--- config.mk ---
export PLATFORM = sky130hd
export DESIGN_NAME = ap_mult_pipe_flat
export DESIGN_NICKNAME = d
export VERILOG_FILES = /design/src/rtl/ap_mult_pipe_if.sv /design/src/rtl/ap_mult_pipe.sv /design/src/flat_wrapper.sv
export SDC_FILE = /design/constraint.sdc
export NUM_CORES = 1
export LEC_CHECK = 0
export CAP_MARGIN = 20
export CORE_MARGIN = 1.5
export CORE_UTILIZATION = 45
export CTS_CLUSTER_DIAMETER = 40
export DETAILED_ROUTE_END_ITERATION = 8
export PLACE_DENSITY = 0.74
export RECOVER_POWER = 25
export SKIP_CTS_REPAIR_TIMING = 1
export SYNTH_ARGS = -nofsm -noshare
export SYNTH_HDL_FRONTEND = slang
export SYNTH_SLANG_ARGS = --single-unit
--- constraint.sdc ---
create_clock -name clk -period 6.42 [get_ports clk]
set_input_delay 0.642 -clock clk [delete_from_list [all_inputs] [get_ports clk]]
set_output_delay 0.642 -clock clk [all_outputs]
set_load 0.01 [all_outputs]
--- src/rtl/ap_mult_pipe_if.sv ---
// Operand/result handshake bundle for ap_mult_pipe.
interface ap_mult_pipe_if #(
  parameter int unsigned WIDTH = 8,
  parameter int unsigned TAG_W = 4
);
  logic                 in_valid;
  logic                 in_ready;
  logic [WIDTH-1:0]     in_a;
  logic [WIDTH-1:0]     in_b;
  logic                 in_apx;
  logic [TAG_W-1:0]     in_tag;
  logic                 out_valid;
  logic                 out_ready;
  logic [2*WIDTH-1:0]   out_res;
  logic [TAG_W-1:0]     out_tag;

  modport master (
    output in_valid, in_a, in_b, in_apx, in_tag, out_ready,
    input  in_ready, out_valid, out_res, out_tag
  );

  modport slave (
    input  in_valid, in_a, in_b, in_apx, in_tag, out_ready,
    output in_ready, out_valid, out_res, out_tag
  );
endinterface

--- src/rtl/ap_mult_pipe.sv ---
// Pipelined signed Baugh-Wooley multiplier with optional approximate (OR) compression
// of the lowest APX_COLS columns, elastic valid/ready stages and an approximate-beat counter.
module ap_mult_pipe #(
  parameter int unsigned WIDTH    = 8,
  parameter int unsigned APX_COLS = 7,
  parameter int unsigned TAG_W    = 4,
  parameter int unsigned CNT_W    = 16
) (
  input  logic             clk,
  input  logic             rst_n,
  ap_mult_pipe_if.slave    bus,
  input  logic             cnt_clr,
  output logic [CNT_W-1:0] apx_cnt
);
  localparam int unsigned PW = 2 * WIDTH;
  localparam logic [PW-1:0] BW_CONST = (PW'(1) << WIDTH) | (PW'(1) << (PW - 1));

  // stage 0: operand capture
  logic             r0_v;
  logic [WIDTH-1:0] r0_a;
  logic [WIDTH-1:0] r0_b;
  logic             r0_apx;
  logic [TAG_W-1:0] r0_tag;
  // stage 1: carry-save pair
  logic             r1_v;
  logic [PW-1:0]    r1_s;
  logic [PW-1:0]    r1_c;
  logic [TAG_W-1:0] r1_tag;
  // stage 2: output register
  logic             r2_v;
  logic [PW-1:0]    r2_res;
  logic [TAG_W-1:0] r2_tag;

  logic             r_cnt_v;
  logic [CNT_W-1:0] r_cnt;

  logic             w_ld0;
  logic             w_ld1;
  logic             w_ld2;
  logic             w_bit;
  logic [PW-1:0]    w_row;
  logic [PW-1:0]    w_or;
  logic [PW-1:0]    w_s;
  logic [PW-1:0]    w_c;
  logic [PW-1:0]    w_t;

  // Stall chain: a stage loads when empty or when its content moves on this cycle.
  always_comb begin
    w_ld2 = !r2_v || bus.out_ready;
    w_ld1 = !r1_v || w_ld2;
    w_ld0 = !r0_v || w_ld1;
  end

  assign bus.in_ready  = w_ld0;
  assign bus.out_valid = r2_v;
  assign bus.out_res   = r2_res;
  assign bus.out_tag   = r2_tag;
  assign apx_cnt       = r_cnt;

  // Partial products per row; approximate columns diverted into an OR row that
  // never carries, everything else folded into a carry-save pair row by row.
  always_comb begin
    w_s   = '0;
    w_c   = '0;
    w_t   = '0;
    w_or  = '0;
    w_row = '0;
    w_bit = 1'b0;
    for (int unsigned i = 0; i < WIDTH; i++) begin
      w_row = '0;
      for (int unsigned j = 0; j < WIDTH; j++) begin
        w_bit = r0_a[j] & r0_b[i];
        if ((i == WIDTH - 1) != (j == WIDTH - 1))
          w_bit = ~w_bit;
        if (r0_apx && (i + j < APX_COLS))
          w_or = w_or | (PW'(w_bit) << (i + j));
        else
          w_row = w_row | (PW'(w_bit) << (i + j));
      end
      w_t = w_s ^ w_c ^ w_row;
      w_c = ((w_s & w_c) | (w_s & w_row) | (w_c & w_row)) << 1;
      w_s = w_t;
    end
    w_t = w_s ^ w_c ^ BW_CONST;
    w_c = ((w_s & w_c) | (w_s & BW_CONST) | (w_c & BW_CONST)) << 1;
    w_s = w_t;
    w_t = w_s ^ w_c ^ w_or;
    w_c = ((w_s & w_c) | (w_s & w_or) | (w_c & w_or)) << 1;
    w_s = w_t;
  end

  // S0 operand capture
  always_ff @(posedge clk or negedge rst_n) begin
    if (!rst_n) begin
      r0_v   <= 1'b0;
      r0_a   <= '0;
      r0_b   <= '0;
      r0_apx <= 1'b0;
      r0_tag <= '0;
    end else if (w_ld0) begin
      r0_v <= bus.in_valid;
      if (bus.in_valid) begin
        r0_a   <= bus.in_a;
        r0_b   <= bus.in_b;
        r0_apx <= bus.in_apx;
        r0_tag <= bus.in_tag;
      end
    end
  end

  // S1 carry-save result register
  always_ff @(posedge clk or negedge rst_n) begin
    if (!rst_n) begin
      r1_v   <= 1'b0;
      r1_s   <= '0;
      r1_c   <= '0;
      r1_tag <= '0;
    end else if (w_ld1) begin
      r1_v <= r0_v;
      if (r0_v) begin
        r1_s   <= w_s;
        r1_c   <= w_c;
        r1_tag <= r0_tag;
      end
    end
  end

  // S2 final carry-propagate add
  always_ff @(posedge clk or negedge rst_n) begin
    if (!rst_n) begin
      r2_v   <= 1'b0;
      r2_res <= '0;
      r2_tag <= '0;
    end else if (w_ld2) begin
      r2_v <= r1_v;
      if (r1_v) begin
        r2_res <= r1_s + r1_c;
        r2_tag <= r1_tag;
      end
    end
  end

  assign r_cnt_v = bus.in_valid && w_ld0 && bus.in_apx;

  // Saturating count of accepted approximate beats; clear wins over increment
  always_ff @(posedge clk or negedge rst_n) begin
    if (!rst_n)
      r_cnt <= '0;
    else if (cnt_clr)
      r_cnt <= '0;
    else if (r_cnt_v && (r_cnt != '1))
      r_cnt <= r_cnt + 1'b1;
  end
endmodule
--- src/flat_wrapper.sv ---
// flat-port wrapper written by rule: the top's interface ports become plain ports
module ap_mult_pipe_flat 
#(
  parameter int unsigned WIDTH    = 8,
  parameter int unsigned APX_COLS = 7,
  parameter int unsigned TAG_W    = 4,
  parameter int unsigned CNT_W    = 16
)
  (clk, rst_n, cnt_clr, apx_cnt, bus_in_valid, bus_in_a, bus_in_b, bus_in_apx, bus_in_tag, bus_out_ready, bus_in_ready, bus_out_valid, bus_out_res, bus_out_tag);
  ap_mult_pipe_if #(.WIDTH(WIDTH), .TAG_W(TAG_W)) bus_i ();
  input  logic clk;
  input  logic rst_n;
  input  logic cnt_clr;
  output logic [CNT_W-1:0] apx_cnt;
  input wire logic [$bits(bus_i.in_valid)-1:0] bus_in_valid;
  input wire logic [$bits(bus_i.in_a)-1:0] bus_in_a;
  input wire logic [$bits(bus_i.in_b)-1:0] bus_in_b;
  input wire logic [$bits(bus_i.in_apx)-1:0] bus_in_apx;
  input wire logic [$bits(bus_i.in_tag)-1:0] bus_in_tag;
  input wire logic [$bits(bus_i.out_ready)-1:0] bus_out_ready;
  output wire logic [$bits(bus_i.in_ready)-1:0] bus_in_ready;
  output wire logic [$bits(bus_i.out_valid)-1:0] bus_out_valid;
  output wire logic [$bits(bus_i.out_res)-1:0] bus_out_res;
  output wire logic [$bits(bus_i.out_tag)-1:0] bus_out_tag;
  assign bus_i.in_valid = bus_in_valid;
  assign bus_i.in_a = bus_in_a;
  assign bus_i.in_b = bus_in_b;
  assign bus_i.in_apx = bus_in_apx;
  assign bus_i.in_tag = bus_in_tag;
  assign bus_i.out_ready = bus_out_ready;
  assign bus_in_ready = bus_i.in_ready;
  assign bus_out_valid = bus_i.out_valid;
  assign bus_out_res = bus_i.out_res;
  assign bus_out_tag = bus_i.out_tag;
  ap_mult_pipe #(.WIDTH(WIDTH), .APX_COLS(APX_COLS), .TAG_W(TAG_W), .CNT_W(CNT_W)) u_core (.clk(clk), .rst_n(rst_n), .bus(bus_i), .cnt_clr(cnt_clr), .apx_cnt(apx_cnt));
endmodule
==> results by group <==
Status
  – Result of the run: complete, but fails checks
  – Violated checks: max-capacitance violations, max-slew violations

Clock network
  – Clock Latency Late Sink: ~0.35 ns
  – CTS tree: done
  – TritonCTS sink count: 93
  – CTS Root Buffer Type: sky130_fd_sc_hd__clkbuf_16
  – CTS Buffer Depth: 2
  – Total number of H-tree levels: 3
  – Total CTS buffers: 9
  – CTS clk-pin slew, worst paths: about 0.070 ns

Setup path
  – Startpoint type of the worst setup path: flip-flop
  – CP required: 6.65 ns
  – CP endpoint kind: flip-flop
  – Data arrival at the endpoint of the critical path: 5.51 ns
  – Critical Path Fanout Max: 10
  – Class of the most critical setup path: reg2reg
  – Number of cells on the worst reg-to-reg path: 16

Logic synthesis
  – Most common flop cell mapped by yosys: sky130_fd_sc_hd__dfrtp_1
  – Post-synthesis instance area: 6310 sq um
  – Area share of the leading cell type in the synthesized netlist: 0.369
  – Synthesized flop and latch total: 93
  – EDFF count, synth: 0
  – Net Count, Synth: between 700 and 800
  – Share of synthesized area occupied by flip-flops and latches: 0.369
  – Cells taking the most area after synthesis: sky130_fd_sc_hd__dfrtp_1 37%, sky130_fd_sc_hd__fa_1 14%, sky130_fd_sc_hd__mux2_2 8.8%, sky130_fd_sc_hd__ha_1 7.7%, sky130_fd_sc_hd__nand2_1 4.3%
  – Post-Syn Area per Cell: between 10 and 15 sq um
  – Post-synthesis cell type with the largest combined area: sky130_fd_sc_hd__dfrtp_1
  – Synthesis Warnings: 0
  – Ys async rst share: 1.00
  – Cell variety after synth: 49
  – Cell count after synthesis: between 500 and 600

Power
  – Total power divided by cell area: between 400 and 500 nW/um^2
  – Relative contribution of combinational cells to total power: 0.550
  – Reported net switching power: ~1.2 mW
  – Internal Power: between 1.5 and 2 mW
  – Share of total power in sequential cells: 0.281
  – Switching portion of total power: 0.392
  – Static leakage: roughly 3.4 nW
  – Worst voltage drop across the vdd grid: about 0.00022 V
  – Clock power share: 0.168

Detailed routing
  – Count of unresolved DRC violations after routing: 0
  – Via/cell ratio: 5.32
  – Iteration-0 DRC Markers: about 150
  – Total wirelength of the detailed-routed design: 12.3 mm
  – Post-DRT Antenna Nets: 0
  – Total iterations of the first detailed-routing run: 4
  – Overall via count from detail_route: 4412
  – Average routed wire per standard cell: 14.8 microns

Layout
  – Commonest cells after routing, fill and taps aside: 93 x sky130_fd_sc_hd__dfrtp_1, 72 x sky130_fd_sc_hd__nand2_1, 61 x sky130_fd_sc_hd__clkdlybuf4s50_1
  – Total inserted antenna cells: 0
  – Number of nets at the end of the flow: about 750
  – Core utilization of the finished layout: 0.534
  – Synthesis-to-finish area growth: 16.5%
  – Post-layout instance area: roughly 7300 sq um
  – Most common library cell in the layout ignoring fill and taps: sky130_fd_sc_hd__dfrtp_1
  – Fraction of layout instances using a drive strength above 1: 0.125

Die
  – IO Pins: 64
  – Die outline area: between 10000 and 15000 sq um
  – Cell row count: 43
  – Die Ht: around 120 microns
  – Chip Width: 121 microns
  – Area of the placeable core: about 14000 sq um
  – Initial Utilization: 0.458

Min path
  – Hold Crit Depth: 2
  – Worst min-delay path class: reg2reg

Global routing
  – Via count of the first global-routing pass: 4416
  – Overall routing resource usage: 0.180
  – Number of antenna violations at the first check in global routing: 0
  – Wire length of the first global-routing pass: between 20 and 25 mm
  – GRT overflow: 0
  – Largest net degree at the start of global routing: 57

Placement
  – Placed cell areas: roughly 7100 sq um
  – Dpl hpwl: approximately 9 mm
  – Number of buffers added on ports: 63
  – Final GP Congestion: between 0.8 and 0.9

Timing
  – Final critical-path required period: ~5.3 ns
  – RSZ-0062 raised after global routing: no
  – Fin. max-slew vios: 96
  – Endpoints failing setup: 0
  – Max-Slew Margin vs Limit: -0.929
  – Final count of hold timing violations: 0
  – Clk_skew: 0.00589 ns
  – Achievable Freq: between 150 and 200 MHz
  – Slew of the pin with the lowest slew margin: ~2.9 ns
  – Summed negative setup slack over all endpoints: 0 ns
  – Tcrit/Tclk final: 0.822

Flow run
  – Number of maximum-capacitance constraint violations: 2
==> worst max-delay path: stages, from the launching register on <==
cell and delay [ns]:
sky130_fd_sc_hd__dfrtp_1 0.51, sky130_fd_sc_hd__nor2b_1 0.33, sky130_fd_sc_hd__and2_1 0.18, sky130_fd_sc_hd__ha_1 0.14, sky130_fd_sc_hd__inv_1 0.05, sky130_fd_sc_hd__fa_1 0.41, sky130_fd_sc_hd__fa_1 0.43, sky130_fd_sc_hd__fa_1 0.50
sky130_fd_sc_hd__fa_1 0.55, sky130_fd_sc_hd__inv_1 0.05, sky130_fd_sc_hd__fa_1 0.53, sky130_fd_sc_hd__inv_1 0.05, sky130_fd_sc_hd__fa_1 0.52, sky130_fd_sc_hd__inv_1 0.04, sky130_fd_sc_hd__ha_1 0.29, sky130_fd_sc_hd__ha_1 0.30
sky130_fd_sc_hd__mux2_2 0.26
==> final timing paths <==
| check | startpoint | slack, ns | end |
|---|---|---|---|
| max | u_core.r0_b[0] | 1.14 | u_core.r1_s[9] |
| min | u_core.r1_tag[2] | 0.47 | u_core.bus.out_tag[2] |
| max reg2reg | u_core.r0_b[0] | 1.14 | u_core.r1_s[9] |
| min reg2reg | u_core.r1_tag[2] | 0.47 | u_core.bus.out_tag[2] |
| max in group asynchronous | rst_n | 1.97 | u_core.r1_s[9] |
| min in group asynchronous | rst_n | 0.87 | u_core.r0_b[3] |
==> metrics by stage <==
stage | setup slack [ns] | cells | hold slack [ns] | power [mW]
final | 1.14 | 830 | 0.467 | 3.16
after global routing | 0.945 | 830 | 0.488 | 3.54
after CTS | 1.14 | 830 | 0.267 | 3.22
after detailed placement | 1.15 | 814 | 0.455 | 2.65
after global placement | 1.28 | 814 | 0.448 | 2.54
after floorplan | 1.35 | 596 | 0.346 | 2.14
==> synthesized netlist by cell type, types with 6 or more instances <==
cell type                  instances
sky130_fd_sc_hd__buf_2             7
sky130_fd_sc_hd__o211ai_1          7
sky130_fd_sc_hd__fa_1             43
sky130_fd_sc_hd__clkbuf_1         19
sky130_fd_sc_hd__a21oi_1          12
sky130_fd_sc_hd__o21ai_0          18
sky130_fd_sc_hd__nand2b_1          6
sky130_fd_sc_hd__inv_1            59
sky130_fd_sc_hd__xnor2_1           7
sky130_fd_sc_hd__nand2_1          72
sky130_fd_sc_hd__and2_1           41
sky130_fd_sc_hd__a22oi_1           8
sky130_fd_sc_hd__ha_1             39
sky130_fd_sc_hd__xor2_1           17
sky130_fd_sc_hd__dfrtp_1          93
sky130_fd_sc_hd__mux2_2           49
sky130_fd_sc_hd__nor2_1           24
==> area by class of cell <==
cell class / count / area (sq um)
multi-input combinational: 417 / 3640
clock inverter: 2 / 15.0
tap: 180 / 225
clock buffer: 14 / 284
sequential: 93 / 2330
inverter: 59 / 221
fill: 1268 / 6420
timing repair buffer: 65 / 636
==> logic make-up after synthesis <==
group / synth area share
mux: 0.0954
simple gates: 0.161
buf+inv: 0.0526
fa+ha+maj: 0.214
compound gates: 0.0752
xor+xnor: 0.0333
flops: 0.369
==> state kept, by name, summed over array words and instances, names as in the netlist <==
signal	count
u_core.apx_cnt	16
u_core.bus.out_res	16
u_core.bus.out_tag	4
u_core.bus.out_valid	1
u_core.r0_a	8
u_core.r0_apx	1
u_core.r0_b	8
u_core.r0_tag	4
u_core.r0_v	1
u_core.r1_c	13
u_core.r1_s	16
u_core.r1_tag	4
u_core.r1_v	1
==> per-layer routing <==
metal  wire length [microns]  up-vias  part of all wire  global-route usage
li1                        -     2094                 -                   -
met1                    5590     2182              0.45               0.238
met2                    5900      122              0.48               0.291
met3                     628       14             0.051              0.0371
met4                     202        0             0.016              0.0676
met5                       0        -                 0                   0
==> power groups by stage <==
stage / Clock, mW / Combinational, mW / Sequential [mW]
final: 0.532 / 1.74 / 0.889
after global placement: 0 / 1.65 / 0.893
after CTS: 0.546 / 1.78 / 0.891
after floorplan: 0 / 1.27 / 0.867
after global routing: 0.572 / 2.05 / 0.915
after detailed placement: 0 / 1.75 / 0.902
Power figures use the tool's default switching activity.
